===== src/rtl/render_pkg.sv =====
// Shared definitions for the board renderers: colour codes, renderer FSM states
// and the board dimension.
package render_pkg;

  localparam int GRID_N = 8;

  localparam logic [2:0] COL_LINE      = 3'b000;
  localparam logic [2:0] COL_EMPTY     = 3'b001;
  localparam logic [2:0] COL_FILLED    = 3'b111;
  localparam logic [2:0] COL_FILLED_GO = 3'b101;
  localparam logic [2:0] COL_GHOST     = 3'b010;
  localparam logic [2:0] COL_CONFLICT  = 3'b100;

  typedef enum logic [1:0] {
    IDLE = 2'd0,
    DRAW = 2'd1,
    DONE = 2'd2
  } state_t;

endpackage


===== src/rtl/grid_cell_shader.sv =====
// Combinational colour lookup for one pixel of an 8x8 board cell, given the
// board occupancy, the selected-block overlay and the game-over flag.
module grid_cell_shader
  import render_pkg::*;
#(
  parameter int PX_W = 4
) (
  input  logic [2:0]      i_cr,
  input  logic [2:0]      i_cc,
  input  logic [PX_W-1:0] i_px,
  input  logic [PX_W-1:0] i_py,
  input  logic [63:0]     i_grid,
  input  logic [63:0]     i_mask,
  input  logic [2:0]      i_sel_x,
  input  logic [2:0]      i_sel_y,
  input  logic            i_game_over,
  output logic [2:0]      o_colour
);

  logic [2:0] w_dr;
  logic [2:0] w_dc;
  logic       w_filled;
  logic       w_ov;

  // Offsets into the mask are only meaningful when non-negative; both stay <= 7
  // so any in-range offset lands inside the 8x8 mask.
  assign w_dr     = i_cr - i_sel_y;
  assign w_dc     = i_cc - i_sel_x;
  assign w_filled = i_grid[{i_cr, i_cc}];
  assign w_ov     = !i_game_over && (i_cr >= i_sel_y) && (i_cc >= i_sel_x)
                    && i_mask[{w_dr, w_dc}];

  always_comb begin
    o_colour = COL_EMPTY;
    if (i_px == '0 || i_py == '0)
      o_colour = COL_LINE;
    else if (w_ov && w_filled)
      o_colour = COL_CONFLICT;
    else if (w_ov)
      o_colour = COL_GHOST;
    else if (w_filled)
      o_colour = i_game_over ? COL_FILLED_GO : COL_FILLED;
  end

endmodule


===== src/rtl/grid_renderer.sv =====
// Snapshots the game state on request and streams one raster pass of the 8x8
// board as pixel writes over a valid/ready plot interface.
module grid_renderer
  import render_pkg::*;
#(
  parameter int CELL_PX  = 12,
  parameter int ORIGIN_X = 32,
  parameter int ORIGIN_Y = 12
) (
  input  logic        clk,
  input  logic        resetn,
  input  logic        frame_req,
  input  logic [63:0] game_grid,
  input  logic [63:0] sel_block,
  input  logic [2:0]  sel_x,
  input  logic [2:0]  sel_y,
  input  logic        game_over,
  input  logic        plot_ready,
  output logic        plot_valid,
  output logic [7:0]  plot_x,
  output logic [6:0]  plot_y,
  output logic [2:0]  plot_colour,
  output logic        busy,
  output logic        frame_done
);

  localparam int              PX_W    = $clog2(CELL_PX);
  localparam logic [PX_W-1:0] PX_LAST = PX_W'(CELL_PX - 1);
  localparam logic [2:0]      C_LAST  = 3'(GRID_N - 1);

  state_t          r_state;
  state_t          w_state_nxt;
  logic            r_pending;
  logic [2:0]      r_cc;
  logic [2:0]      r_cr;
  logic [PX_W-1:0] r_px;
  logic [PX_W-1:0] r_py;
  logic [63:0]     r_grid;
  logic [63:0]     r_mask;
  logic [2:0]      r_sel_x;
  logic [2:0]      r_sel_y;
  logic            r_game_over;

  logic            w_start;
  logic            w_valid;
  logic            w_fire;
  logic            w_row_end;
  logic            w_last;
  logic [2:0]      w_colour;

  assign w_valid   = (r_state == DRAW);
  assign w_fire    = w_valid && plot_ready;
  assign w_row_end = (r_cc == C_LAST) && (r_px == PX_LAST);
  assign w_last    = w_row_end && (r_cr == C_LAST) && (r_py == PX_LAST);

  always_comb begin
    w_state_nxt = r_state;
    w_start     = 1'b0;
    case (r_state)
      IDLE: if (r_pending) begin
        w_start     = 1'b1;
        w_state_nxt = DRAW;
      end
      DRAW: if (w_fire && w_last) w_state_nxt = DONE;
      DONE: w_state_nxt = IDLE;
      default: w_state_nxt = IDLE;
    endcase
  end

  always_ff @(posedge clk or negedge resetn) begin
    if (!resetn) r_state <= IDLE;
    else         r_state <= w_state_nxt;
  end

  // Every request lands in r_pending first; IDLE launches from it, so requests
  // during DRAW/DONE collapse into a single follow-on frame.
  always_ff @(posedge clk or negedge resetn) begin
    if (!resetn)        r_pending <= 1'b0;
    else if (frame_req) r_pending <= 1'b1;
    else if (w_start)   r_pending <= 1'b0;
  end

  always_ff @(posedge clk or negedge resetn) begin
    if (!resetn) begin
      r_grid      <= '0;
      r_mask      <= '0;
      r_sel_x     <= '0;
      r_sel_y     <= '0;
      r_game_over <= 1'b0;
    end else if (w_start) begin
      r_grid      <= game_grid;
      r_mask      <= sel_block;
      r_sel_x     <= sel_x;
      r_sel_y     <= sel_y;
      r_game_over <= game_over;
    end
  end

  // The row counter wraps 7->0 on the final pixel, leaving all counters at zero.
  always_ff @(posedge clk or negedge resetn) begin
    if (!resetn) begin
      r_px <= '0;
      r_cc <= '0;
      r_py <= '0;
      r_cr <= '0;
    end else if (w_fire) begin
      if (w_row_end) begin
        r_px <= '0;
        r_cc <= '0;
        if (r_py == PX_LAST) begin
          r_py <= '0;
          r_cr <= r_cr + 3'd1;
        end else begin
          r_py <= r_py + 1'b1;
        end
      end else if (r_px == PX_LAST) begin
        r_px <= '0;
        r_cc <= r_cc + 3'd1;
      end else begin
        r_px <= r_px + 1'b1;
      end
    end
  end

  grid_cell_shader #(.PX_W(PX_W)) u_shader (
    .i_cr        (r_cr),
    .i_cc        (r_cc),
    .i_px        (r_px),
    .i_py        (r_py),
    .i_grid      (r_grid),
    .i_mask      (r_mask),
    .i_sel_x     (r_sel_x),
    .i_sel_y     (r_sel_y),
    .i_game_over (r_game_over),
    .o_colour    (w_colour)
  );

  assign plot_valid  = w_valid;
  assign plot_x      = w_valid ? 8'(9'(ORIGIN_X) + 9'(r_cc) * 9'(CELL_PX) + 9'(r_px)) : 8'd0;
  assign plot_y      = w_valid ? 7'(9'(ORIGIN_Y) + 9'(r_cr) * 9'(CELL_PX) + 9'(r_py)) : 7'd0;
  assign plot_colour = w_valid ? w_colour : 3'b000;
  assign busy        = w_valid;
  assign frame_done  = (r_state == DONE);

endmodule


===== config.mk =====
export PLATFORM = sky130hd
export DESIGN_NAME = grid_renderer
export DESIGN_NICKNAME = d
export VERILOG_FILES = /design/src/rtl/render_pkg.sv /design/src/rtl/grid_cell_shader.sv /design/src/rtl/grid_renderer.sv
export SDC_FILE = /design/constraint.sdc
export NUM_CORES = 1
export LEC_CHECK = 0
export CAP_MARGIN = 15
export CORE_ASPECT_RATIO = 1.75
export CORE_UTILIZATION = 45
export DETAILED_ROUTE_END_ITERATION = 7
export DONT_BUFFER_PORTS = 1
export SYNTH_ARGS = -nofsm -noshare
export SYNTH_HDL_FRONTEND = slang
export SYNTH_SLANG_ARGS = --single-unit

===== constraint.sdc =====
create_clock -name clk -period 4.7 [get_ports clk]
set_clock_uncertainty 0.15 [all_clocks]
set_input_delay 0.47 -clock clk [delete_from_list [all_inputs] [get_ports clk]]
set_output_delay 0.47 -clock clk [all_outputs]
set_load 0.05 [all_outputs]

==> run summary <==
Along the worst hold path, the cell count comes to 1. The die boundary width came out at ~100 um. The clock passes through at most 2 buffers. The achievable frequency came out at 0.226 GHz. The post-synthesis area per instance is 13.6 um2.

The worst IR drop on VDD is 0.405 mV. The wire length after detailed routing came out at roughly 17000 um. The final layout contains between 700 and 800 nets. For this run, the slowest stage of the critical path takes 0.87 ns. Yosys attributes the largest share of cell area to sky130_fd_sc_hd__dfrtp_1 50%, sky130_fd_sc_hd__mux2_2 20%, sky130_fd_sc_hd__mux4_2 8.6%. The global-route usage over all layers came out at 20.5%. Clock latency on the worst-skew pair, taken at its later pin, is 0.42 ns. The max-cap check violation count came out at 0. The global-route wire length before repair came out at around 27000 um. TritonCTS built the clock tree. STA classifies the critical path startpoint as a flip-flop. The flip-flop and latch count after synthesis came out at approximately 150. The largest individual stage delay along the critical path comes from the cell sky130_fd_sc_hd__fa_1.

After layout, the worst path uses 94.0% of the clock period. The final hold violation count came out at 0. The share of async-settable or async-resettable flops after synthesis came out at 100%. The cell count after synthesis came out at 561. In this run the critical register-to-register path is launched from r_cc[1]$_DFFE_PN0P_. The maximum fanout along the worst path came out at 13. The worst setup path is captured at an output port. The total number of placement rows came out at 62. The number of nets in the synthesized netlist is 730. In this run the count of I/O pins placed on the die edge is 160. The minimum clock period after layout came out at 4.42 ns.

After detailed routing, the number of remaining DRC violations is 0. The clock-pin slew of the registers on the worst-case setup and hold paths came out at 0.07 ns. From synthesis to final layout, the design area changed by 11.5%. The initial cell density of the core is approximately 46%. The tree is rooted in a sky130_fd_sc_hd__clkbuf_16. The setup slack after placement came out at 0.715 ns.

The floorplan step set the die height to 174 um. The proportion of synthesized chip area in sequential cells came out at approximately half. The total power came out at 4.03 mW. The number of endpoints failing setup at the final stage came out at 0.

The count of final max-slew check failures is 0. The post-placement cell area is 0.00786 mm2. The number of sinks on the clock net came out at 152.

By instance count, the leading cell after synthesis is sky130_fd_sc_hd__dfrtp_1. The average wire per standard cell is 20.6 um. The cell occurring most often along the worst timing path is sky130_fd_sc_hd__inv_1. The number of enable-type register cells in the synthesized netlist is 0. The total clock buffers created by CTS came out at 17. The DRC violation total after the first TritonRoute iteration came out at around 120. The ratio of total power to cell area came out at 476 mW/mm2. The die covers approximately 0.017 mm2. The routed via count divided by cell count is 5.55.

The count of input and output buffers came out at 0. In this run the critical register-to-register path is captured at r_state[0]$_DFFE_PN0P_. The setup TNS came out at 0 ns. By startpoint and endpoint, the worst setup path is classified as flip-flop to output port. The worst hold path terminates at r_grid[38]$_DFFE_PN0P_. The data required time of the critical path is 4.08 ns. The final cell area excluding filler cells is 0.00848 mm2. Excluding fillers, the count of instances in the completed layout stands at around 800. The first-pass iteration count of the detailed router is 4. The netlist area before placement is 0.00760 mm2. In the post-route analysis, the smallest setup slack over all paths is around 0.28 ns.

The via count of the first global-routing pass came out at 5099. The initial antenna violation count is 1. The slew at the pin with the worst max-slew slack is 0.941 ns. Setup repair after global routing left no endpoint under its margin. Counting both buffers and inverters, the worst setup path holds a total of 3.

The startpoint identified for the worst hold timing path is game_grid[38]. Entering global routing, the biggest net connects 153 pins. The post-detailed-placement half-perimeter wirelength came out at ~12000 um.

For this run, the share of the core covered by cells in the final layout is 51.6%. The number of H-tree branching levels came out at 4. In this design, the largest share of critical-path delay is due to adder cells. The run finished with clean final reports. Tracing the worst setup path back leads to its startpoint at r_cc[0]$_DFFE_PN0P_.

The setup check on the worst reg-to-reg path leaves a slack of around 2.0 ns. The number of synthesis warnings came out at 0. The worst hold path belongs to the class input port to flip-flop. The worst-case reg-to-reg path depth is 7. At the worst endpoint, the arrival time is 3.80 ns.

The area of the core region is 0.0164 mm2. The count of nets left with antenna violations after detail routing came out at 0. The last weighted congestion value of the routability-driven placer came out at 0.797. The residual overflow from global routing is 0.

Of all cell types, the one taking the most synthesized area is sky130_fd_sc_hd__dfrtp_1. The via count of the routed design is 4463. By count the netlist is led by 152 x sky130_fd_sc_hd__dfrtp_1, 138 x sky130_fd_sc_hd__mux2_2, 33 x sky130_fd_sc_hd__inv_1, 29 x sky130_fd_sc_hd__mux4_2, 28 x sky130_fd_sc_hd__nor2_1. The post-route netlist has between 30% and 40% of its cells at a drive strength greater than 1.

The critical path goes through inv_1 -> ha_1 -> inv_1 -> fa_1 -> mux4_2 -> mux2_2 -> a221o_1 -> a31oi_1 -> a211oi_1 -> a21oi_1 -> buf_4. The cell total after placement came out at 770. Headroom to the max-slew limit came out at 37.0%. The smallest hold slack is 0.0438 ns. The static leakage is ~4.0 nW. The post-CTS setup-driven buffer insertion count is 0. The most frequently used flop master after synthesis is sky130_fd_sc_hd__dfrtp_1. The share of synthesized area in the top cell type comes to 50.0%.

The count of cell types in the netlist is 46.
==> layer usage <==
metal,wire (um),up-vias,track usage [%]
met3,848,24,5.55
met4,467,0,10.1
met2,9250,125,37.0
met5,0,-,0
met1,5980,2287,21.6
li1,-,2027,-
==> worst max path at each step <==
stage	slack, ns	depth (start not counted)	end
after detailed placement	0.72	11	plot_colour[0]
final	0.28	11	plot_colour[0]
after floorplan	0.46	13	plot_colour[1]
after CTS	0.25	11	plot_colour[0]
after global routing	0.06	11	plot_colour[0]
after global placement	0.79	11	plot_colour[1]
==> state kept, by name (all words and copies together) (netlist names) <==
| name | cells |
|---|---|
| r_cc | 3 |
| r_game_over | 1 |
| r_pending | 1 |
| r_px | 4 |
| r_grid | 64 |
| r_mask | 64 |
| r_sel_y | 3 |
| r_py | 4 |
| r_state | 2 |
| r_sel_x | 3 |
| r_cr | 3 |
==> power breakdown <==
group	switching, mW	leakage (nW)	internal [mW]	total, mW
combinational	0.919	1.71	0.400	1.32
sequential	0.0376	2.05	1.35	1.38
clock	0.548	0.273	0.782	1.33
==> worst register-to-register path: stages (launching register included) <==
cell and delay (ns):
sky130_fd_sc_hd__dfrtp_1 0.38, sky130_fd_sc_hd__buf_4 0.33, sky130_fd_sc_hd__ha_1 0.31, sky130_fd_sc_hd__ha_1 0.26, sky130_fd_sc_hd__nand3_1 0.13, sky130_fd_sc_hd__nor3_1 0.63
sky130_fd_sc_hd__and2_1 0.31, sky130_fd_sc_hd__o21bai_1 0.08
==> kinds of logic after synthesis <==
family / synth area share (%)
DFF: 50.0
and+or+nand+nor: 5.88
xor gates and xnor gates: 1.27
adders and majority gates: 5.53
buffers and inverters: 3.36
muxes: 30.2
AOI/OAI and AO/OA: 3.77
==> cells in the final DEF, fill, tap and decap left out, drive strengths merged, types with 7 or more instances in the layout <==
master	synthesis	final
mux4	30	30
ha	24	24
o21ai	18	18
nand3	7	7
mux2	138	138
a21oi	8	8
buf	10	14
nor2	28	28
dfrtp	152	152
nand2	21	21
inv	33	38
clkbuf	18	17
==> layout make-up <==
cell class                      instances  area (um2)
Fill cell                            1462        7970
Clock buffer                           17         425
Multi-Input combinational cell        348        3550
Timing Repair Buffer                   16         145
Antenna cell                            1        2.50
Tap cell                              224         280
Clock inverter                         13         145
Inverter                               33         124
Sequential cell                       152        3800
==> repair_timing <==
action,in CTS,in global routing
hold endpoints to repair,153,0
resized for setup,0,0
hold buffers,3,0
Power figures use the tool's default switching activity.
